## config.mk

```make
export PLATFORM = sky130hd
export DESIGN_NAME = maze_tile_renderer
export DESIGN_NICKNAME = d
export VERILOG_FILES = /design/src/rtl/maze_tile_renderer.sv
export SDC_FILE = /design/constraint.sdc
export NUM_CORES = 1
export LEC_CHECK = 0
export CORE_AREA = 2 2 309 311
export CTS_CLUSTER_SIZE = 30
export DETAILED_ROUTE_END_ITERATION = 6
export DIE_AREA = 0 0 311 313
export PLACE_DENSITY = 0.35
export SLEW_MARGIN = 15
export SYNTH_ARGS = -nofsm -noshare
export SYNTH_HDL_FRONTEND = slang
export SYNTH_SLANG_ARGS = --single-unit
```

## constraint.sdc

```tcl
create_clock -name vga_clk_i -period 4.5 [get_ports vga_clk_i]
set_clock_uncertainty 0.2 [all_clocks]
set_input_delay 0.45 -clock vga_clk_i [delete_from_list [all_inputs] [get_ports vga_clk_i]]
set_output_delay 0.45 -clock vga_clk_i [all_outputs]
set_load 0.02 [all_outputs]
```

## src/rtl/maze_tile_renderer.sv

```systemverilog
// maze_tile_renderer: two-stage raster-to-RGB444 renderer for the welcome/maze/win/pause screens
// Optional build macro MAZE_GRID_LINES_EN draws 12'h444 on the first pixel row/column of every tile.
// Ports: vga_clk_i/rst_sys_n_i clock and async active-low reset; state_i screen select;
//   x_i/y_i/de_i raster position and active-video; frame_start_i geometry latch pulse;
//   num_i tiles per side; map_i walls, trail_i visited tiles (bit ty*num+tx);
//   cur/start/end_{x,y}_i special tiles; pix_data_o RGB444, pix_de_o aligned de,
//   tile_x_o/tile_y_o tile under pix_data_o (31 outside the maze).
module maze_tile_renderer #(
  parameter int H_VALID    = 640,
  parameter int V_VALID    = 480,
  parameter int BLOCK_W    = 24,
  parameter int MAX_N      = 19,
  parameter int X_W        = 10,
  parameter int Y_W        = 9,
  parameter int BLINK_LOG2 = 5
) (
  input  logic                     vga_clk_i,
  input  logic                     rst_sys_n_i,
  input  logic [1:0]               state_i,
  input  logic [X_W-1:0]           x_i,
  input  logic [Y_W-1:0]           y_i,
  input  logic                     de_i,
  input  logic                     frame_start_i,
  input  logic [4:0]               num_i,
  input  logic [MAX_N*MAX_N-1:0]   map_i,
  input  logic [MAX_N*MAX_N-1:0]   trail_i,
  input  logic [4:0]               cur_x_i,
  input  logic [4:0]               cur_y_i,
  input  logic [4:0]               start_x_i,
  input  logic [4:0]               start_y_i,
  input  logic [4:0]               end_x_i,
  input  logic [4:0]               end_y_i,
  output logic [11:0]              pix_data_o,
  output logic                     pix_de_o,
  output logic [4:0]               tile_x_o,
  output logic [4:0]               tile_y_o
);
  localparam int NN = MAX_N * MAX_N;
  localparam int IW = $clog2(NN);
  localparam int SW = $clog2(BLOCK_W);
  localparam logic [SW-1:0] SMAX = SW'(BLOCK_W - 1);
  localparam logic [4:0] NMAX = 5'(MAX_N);
  localparam logic [X_W+3:0] HX = (X_W+4)'(H_VALID / 2);
  localparam logic [Y_W+3:0] HY = (Y_W+4)'(V_VALID / 2);
  localparam logic [11:0] WHITE = 12'hFFF, YELLOW = 12'hFF0, RED = 12'hF00, GREEN = 12'h0F0;
  localparam logic [11:0] GRAY = 12'hDDD, BLUE = 12'h00F, BLACK = 12'h000;
  logic [4:0] n_q, n_eff;
  logic [X_W-1:0] bx_q;
  logic [Y_W-1:0] by_q;
  logic [BLINK_LOG2-1:0] blink_q;
  logic [15:0] span;
  logic [X_W+3:0] bx_w;
  logic [Y_W+3:0] by_w;
  assign n_eff = num_i > NMAX ? NMAX : num_i;
  assign span = 16'(BLOCK_W) * {11'd0, n_eff};
  assign bx_w = HX - (X_W+4)'(span >> 1);
  assign by_w = HY - (Y_W+4)'(span >> 1);
  always_ff @(posedge vga_clk_i or negedge rst_sys_n_i) begin
    if (!rst_sys_n_i) begin
      n_q     <= '0;
      bx_q    <= '0;
      by_q    <= '0;
      blink_q <= '0;
    end else if (frame_start_i) begin
      n_q     <= n_eff;
      bx_q    <= bx_w[X_W-1:0];
      by_q    <= by_w[Y_W-1:0];
      blink_q <= blink_q + BLINK_LOG2'(1);
    end
  end
  // Stage 1: the tracking registers double as the pipeline registers of the
  // pixel just sampled, so tile counters step with the raster instead of dividing.
  logic inx_q, inx_d, iny_q, iny_d;
  logic [SW-1:0] sx_q, sx_d, sy_q, sy_d;
  logic [4:0] tx_q, tx_d, ty_q, ty_d;
  logic x_wrap, y_wrap, line_start;
  logic [9:0] idx_full;
  assign x_wrap = sx_q == SMAX;
  assign y_wrap = sy_q == SMAX;
  assign line_start = de_i && x_i == '0;
  always_comb begin
    inx_d = inx_q;
    sx_d  = sx_q;
    tx_d  = tx_q;
    if (de_i && x_i == bx_q) begin
      inx_d = 1'b1;
      sx_d  = '0;
      tx_d  = '0;
    end else if (de_i && inx_q) begin
      inx_d = !(x_wrap && tx_q == n_q - 5'd1);
      sx_d  = x_wrap ? '0 : sx_q + SW'(1);
      tx_d  = x_wrap ? tx_q + 5'd1 : tx_q;
    end
  end
  always_comb begin
    iny_d = iny_q;
    sy_d  = sy_q;
    ty_d  = ty_q;
    if (line_start && y_i == by_q) begin
      iny_d = 1'b1;
      sy_d  = '0;
      ty_d  = '0;
    end else if (line_start && iny_q) begin
      iny_d = !(y_wrap && ty_q == n_q - 5'd1);
      sy_d  = y_wrap ? '0 : sy_q + SW'(1);
      ty_d  = y_wrap ? ty_q + 5'd1 : ty_q;
    end
  end
  assign idx_full = {5'd0, ty_d} * {5'd0, n_q} + {5'd0, tx_d};
  logic de1_q, ins1_q, idx_ok_q;
  logic [1:0] st1_q;
  logic [IW-1:0] idx_q;
`ifdef MAZE_GRID_LINES_EN
  logic edge_q;
  always_ff @(posedge vga_clk_i or negedge rst_sys_n_i) begin
    if (!rst_sys_n_i) edge_q <= 1'b0;
    else edge_q <= sx_d == '0 || sy_d == '0;
  end
`endif
  always_ff @(posedge vga_clk_i or negedge rst_sys_n_i) begin
    if (!rst_sys_n_i) begin
      {inx_q, iny_q, sx_q, sy_q, tx_q, ty_q} <= '0;
      {de1_q, ins1_q, idx_ok_q, st1_q, idx_q} <= '0;
    end else begin
      inx_q    <= inx_d;
      iny_q    <= iny_d;
      sx_q     <= sx_d;
      sy_q     <= sy_d;
      tx_q     <= tx_d;
      ty_q     <= ty_d;
      de1_q    <= de_i;
      st1_q    <= state_i;
      ins1_q   <= de_i && inx_d && iny_d && n_q >= 5'd3;
      idx_q    <= idx_full[IW-1:0];
      idx_ok_q <= idx_full < 10'(NN);
    end
  end
  // Stage 2: colour select
  logic wall, trl, is_cur;
  logic [11:0] base_c, maze_c, sel_c, pix_d;
  assign wall   = idx_ok_q && map_i[idx_q];
  assign trl    = idx_ok_q && trail_i[idx_q];
  assign is_cur = tx_q == cur_x_i && ty_q == cur_y_i;
  always_comb begin
    base_c = tx_q == start_x_i && ty_q == start_y_i ? GREEN :
             tx_q == end_x_i && ty_q == end_y_i ? YELLOW :
             wall ? GRAY : trl ? BLUE : BLACK;
`ifdef MAZE_GRID_LINES_EN
    base_c = edge_q ? 12'h444 : base_c;
`endif
    // paused screens hold the cursor steady instead of blinking
    maze_c = is_cur && (st1_q == 2'd3 || !blink_q[BLINK_LOG2-1]) ? RED : base_c;
    sel_c  = ins1_q ? maze_c : WHITE;
    sel_c  = st1_q == 2'd3 ? {1'b0, sel_c[11:9], 1'b0, sel_c[7:5], 1'b0, sel_c[3:1]} : sel_c;
    pix_d  = !de1_q ? BLACK : st1_q == 2'd0 ? YELLOW : st1_q == 2'd2 ? RED : sel_c;
  end
  always_ff @(posedge vga_clk_i or negedge rst_sys_n_i) begin
    if (!rst_sys_n_i) begin
      pix_data_o <= WHITE;
      pix_de_o   <= 1'b0;
      tile_x_o   <= 5'd31;
      tile_y_o   <= 5'd31;
    end else begin
      pix_data_o <= pix_d;
      pix_de_o   <= de1_q;
      tile_x_o   <= ins1_q ? tx_q : 5'd31;
      tile_y_o   <= ins1_q ? ty_q : 5'd31;
    end
  end
endmodule

```

==> results.ini <==
[floorplan]
start_util_pct=12.0
die_h_microns=313
rows=113
core_area_sq_um=94200
fp.dieW_microns=311
io_pins=805
dieArea_sq_um=97300

[cts]
cts_buffers=9
cts_tree=done
cts_root_buffer=clkbuf_16
htree_levels=3
clk_latency_ns=0.35
clockBufferDepth=2
clk_pin_slew_ns=0.07
clock_sinks=81

[grt]
grt_pass1_wl_microns=115000
antenna_found_initial=29
grt_use_total_pct=16.8
grt_start_max_net_pins=50
grt_overflow=0
grt_pass1_vias=13922

[sta]
fin_ws_ns=-0.194
fmax_mhz=213
holdWs_ns=0.277
slew_headroom_pct=42.0
tightest_slew_ns=0.870
drv_slew=0
hold_viol_final=0
setup_viol=3
fin_crit_sh_pct=104
min_period_ns=4.69
rsz0062_at_grt=true

[synth]
synthCells=1005
ys_async_sr_fraction_pct=100
synth-xor-area-share_pct=7.05
ys.flop_type=dfrtp_1
synth_top_family_by_area=multiplexers
synth_mux_area_share_pct=40.5
syn-num-nets=1834
synth_fa_ha_area_share_pct=6.20
synth_edf_count=0
synth_area_sq_um=11300
synth_cell_types=71
synth_compound_area_share_pct=10.6
yosys_warnings=0
ys_seq_area_share_pct=18.2
synthSimpleGateAreaFrac_pct=11.0
ys_ff_latch=81
avgSynthCellArea_sq_um=11.3

[final_layout]
top_register=pix_data_o
layout.cells.non_filler=3149
drive_gt1_share_pct=21.3
finish.net_count=2692
final_area_sq_um=21900
area_delta_synth_final_pct=94.0
largest_reg_flops=12
num-fill-cells=10153
largest_registers=pix_data_o (12), idx_q (9), bx_q (7)

[power_and_ir_drop]
swShare_pct=27.4
seqPwrFrac_pct=30.3
p_per_area_nw_per_um2=132
peakVddDrop_mv=0.168
p_leak_nw=7.73
p_sw_mw=0.793
combPwrFrac_pct=43.4
p_clk_share_pct=26.3
p_int_mw=2.10

[flow_run]
cap_violations=0

[routing]
antenna_left=0
drt_iter0_drc=546
vias=12630
totalWireLength_microns=84600
drc=0
dr.pass1.iters=5
routed_via_density=4.01
wire_per_inst_microns=26.9

[placed_design]
gp_congestion=0.931
dp_hpwl_microns=73500
placed_cell_area_sq_um=21500
placed_cells=3113
port_buffers=804

[critical_path]
worstPathCellList=buf_6, or4_4, nor3_4, nand2_2, nor2_4, buf_4, mux2i_2, nor2_2, and2_1, fa_1, fa_1, fa_1, ha_4, inv_2, o21bai_1, a21oi_2, xnor2_1, a31o_2, a21oi_1
crit_top_cell=fa_1
cp_slowest_cell=fa_1
critical_path_class=input pin to flip-flop
end_kind=flip-flop
arrival_ns=4.77
worstPathRequired_ns=4.58
crit_fanout=4
cp-start-kind=input pin
max_stage_delay_ns=0.57

[min_path]
hold_path.class=flip-flop to flip-flop

[run_status]
violations=negative setup slack
outcome=finished, violations left

[cell families (layout without fill, tap and decap cells)]
group | after synthesis | after routing
adder cells (fa/ha/maj) | 47 | 47
multiplexers | 246 | 246
AO/OA/AOI/OAI | 177 | 177
AND/OR/NAND/NOR | 236 | 236
XOR/XNOR | 91 | 91
flip-flops | 81 | 81
other | 0 | 16
buffers and inverters | 127 | 990
[cells in the mapped netlist (all sizes together), types with 8 or more instances]
master,instances,area share (%)
nand3,22,1.1
buf,53,3.9
a22oi,25,1.7
o22ai,12,0.66
nor4,12,0.66
dfrtp,59,13
dfstp,22,5.1
a211oi,8,0.53
ha,32,3.5
nand2,46,1.5
nor2b,13,0.72
nor3,17,0.75
o21ai,22,0.97
mux2,19,1.9
xor2,46,3.6
a21oi,45,2.0
mux4,164,33
nand2b,21,1.2
and2,13,0.72
clkbuf,35,1.3
xnor2,45,3.5
mux2i,63,5.6
fa,15,2.7
inv,38,1.3
nor2,49,1.6
nand4,14,0.77
[metrics by stage]
stage	setup slack (ns)	TNS [ns]	util (%)	total power [mW]
6_report	-0.194	-0.374	23.3	2.89
5_1_grt	-0.445	-1.19	23.3	3.06
4_1_cts	-0.230	-0.480	23.2	2.94
3_5_place_dp	-1.00	-4.97	22.8	2.14
3_3_place_gp	-0.976	-4.76	22.8	2.13
2_1_floorplan	-0.345	-0.617	-	1.23
[placed cells by master, fill, tap and decap left out, types with 10 or more instances in the layout]
master,instances
nor3_1,15
dfstp_2,22
xor2_1,45
o22ai_1,12
a22oi_1,25
xnor2_1,43
nand2_1,45
nor2b_1,11
and2_1,11
dfrtp_1,53
mux4_1,11
nand3_1,20
o21ai_0,20
fa_1,14
inv_1,36
diode_2,16
a21oi_1,42
nand2b_1,21
ha_1,29
mux4_2,153
buf_4,123
clkbuf_16,10
clkdlybuf4s50_1,795
nor2_1,43
mux2i_1,62
nand4_1,14
mux2_2,19
[final timing paths]
| check | startpoint | slack, ns | endpoint | cells past startpoint |
|---|---|---|---|---|
| worst min register to register | blink_q[4]$_DFFE_PN0P_ | 0.28 | blink_q[4]$_DFFE_PN0P_ | 1 |
| min in group asynchronous | rst_sys_n_i | 0.47 | blink_q[3]$_DFFE_PN0P_ | 2 |
| worst min-delay path | blink_q[4]$_DFFE_PN0P_ | 0.28 | blink_q[4]$_DFFE_PN0P_ | 1 |
| worst max-delay path | x_i[6] | -0.19 | idx_ok_q$_DFF_PN0_ | 19 |
| max in group asynchronous | rst_sys_n_i | 2.63 | pix_data_o[1]$_DFF_PN1_ | 3 |
| worst max register to register | n_q[0]$_DFFE_PN0P_ | -0.06 | idx_ok_q$_DFF_PN0_ | 20 |
[cell type report]
class                      instances  area [sq um]  share of cell area, %
timing repair buffer             936          9130                   41.6
clock buffer                      10           250                   1.14
sequential                        81          2070                   9.43
tap                             1265          1580                   7.21
multi-input combinational        797          8670                   39.5
clock inverter                     6          53.8                  0.245
inverter                          38           143                  0.650
antenna                           16          40.0                  0.182
[timing repair]
| action | 4_1_cts | 5_1_grt |
|---|---|---|
| buffers inserted | 2 | 1 |
| resized for setup | 39 | 10 |
| endpoints found under the setup margin | 7 | 5 |
| pin swaps | 18 | 6 |
| hold buffers | 1 | 0 |
| hold endpoints to repair | 32 | 0 |
[metal layers]
layer	part of all wire (%)	vias to the layer above	global-route usage (%)
li1	-	5697	-
met1	39	6396	19.3
met2	53	459	30.9
met3	6.5	62	4.68
met4	1.3	16	3.22
met5	0.13	-	0.629
[power groups by stage]
stage,Clock (mW),Sequential [mW],Combinational (mW)
global placement,0,0.888,1.25
detailed placement,0,0.887,1.26
finish,0.760,0.874,1.26
floorplan,0,0.868,0.361
CTS,0.793,0.876,1.27
global route,0.829,0.885,1.34
[critical path: cells and delay by family]
family	cells	cell delay (ns)
buffers and inverters	3	0.27
and+or+nand+nor	6	1.24
xor gates and xnor gates	1	0.14
AOI/OAI and AO/OA	4	0.58
adders and majority gates	4	1.84
muxes	1	0.25
Power figures use the tool's default switching activity.
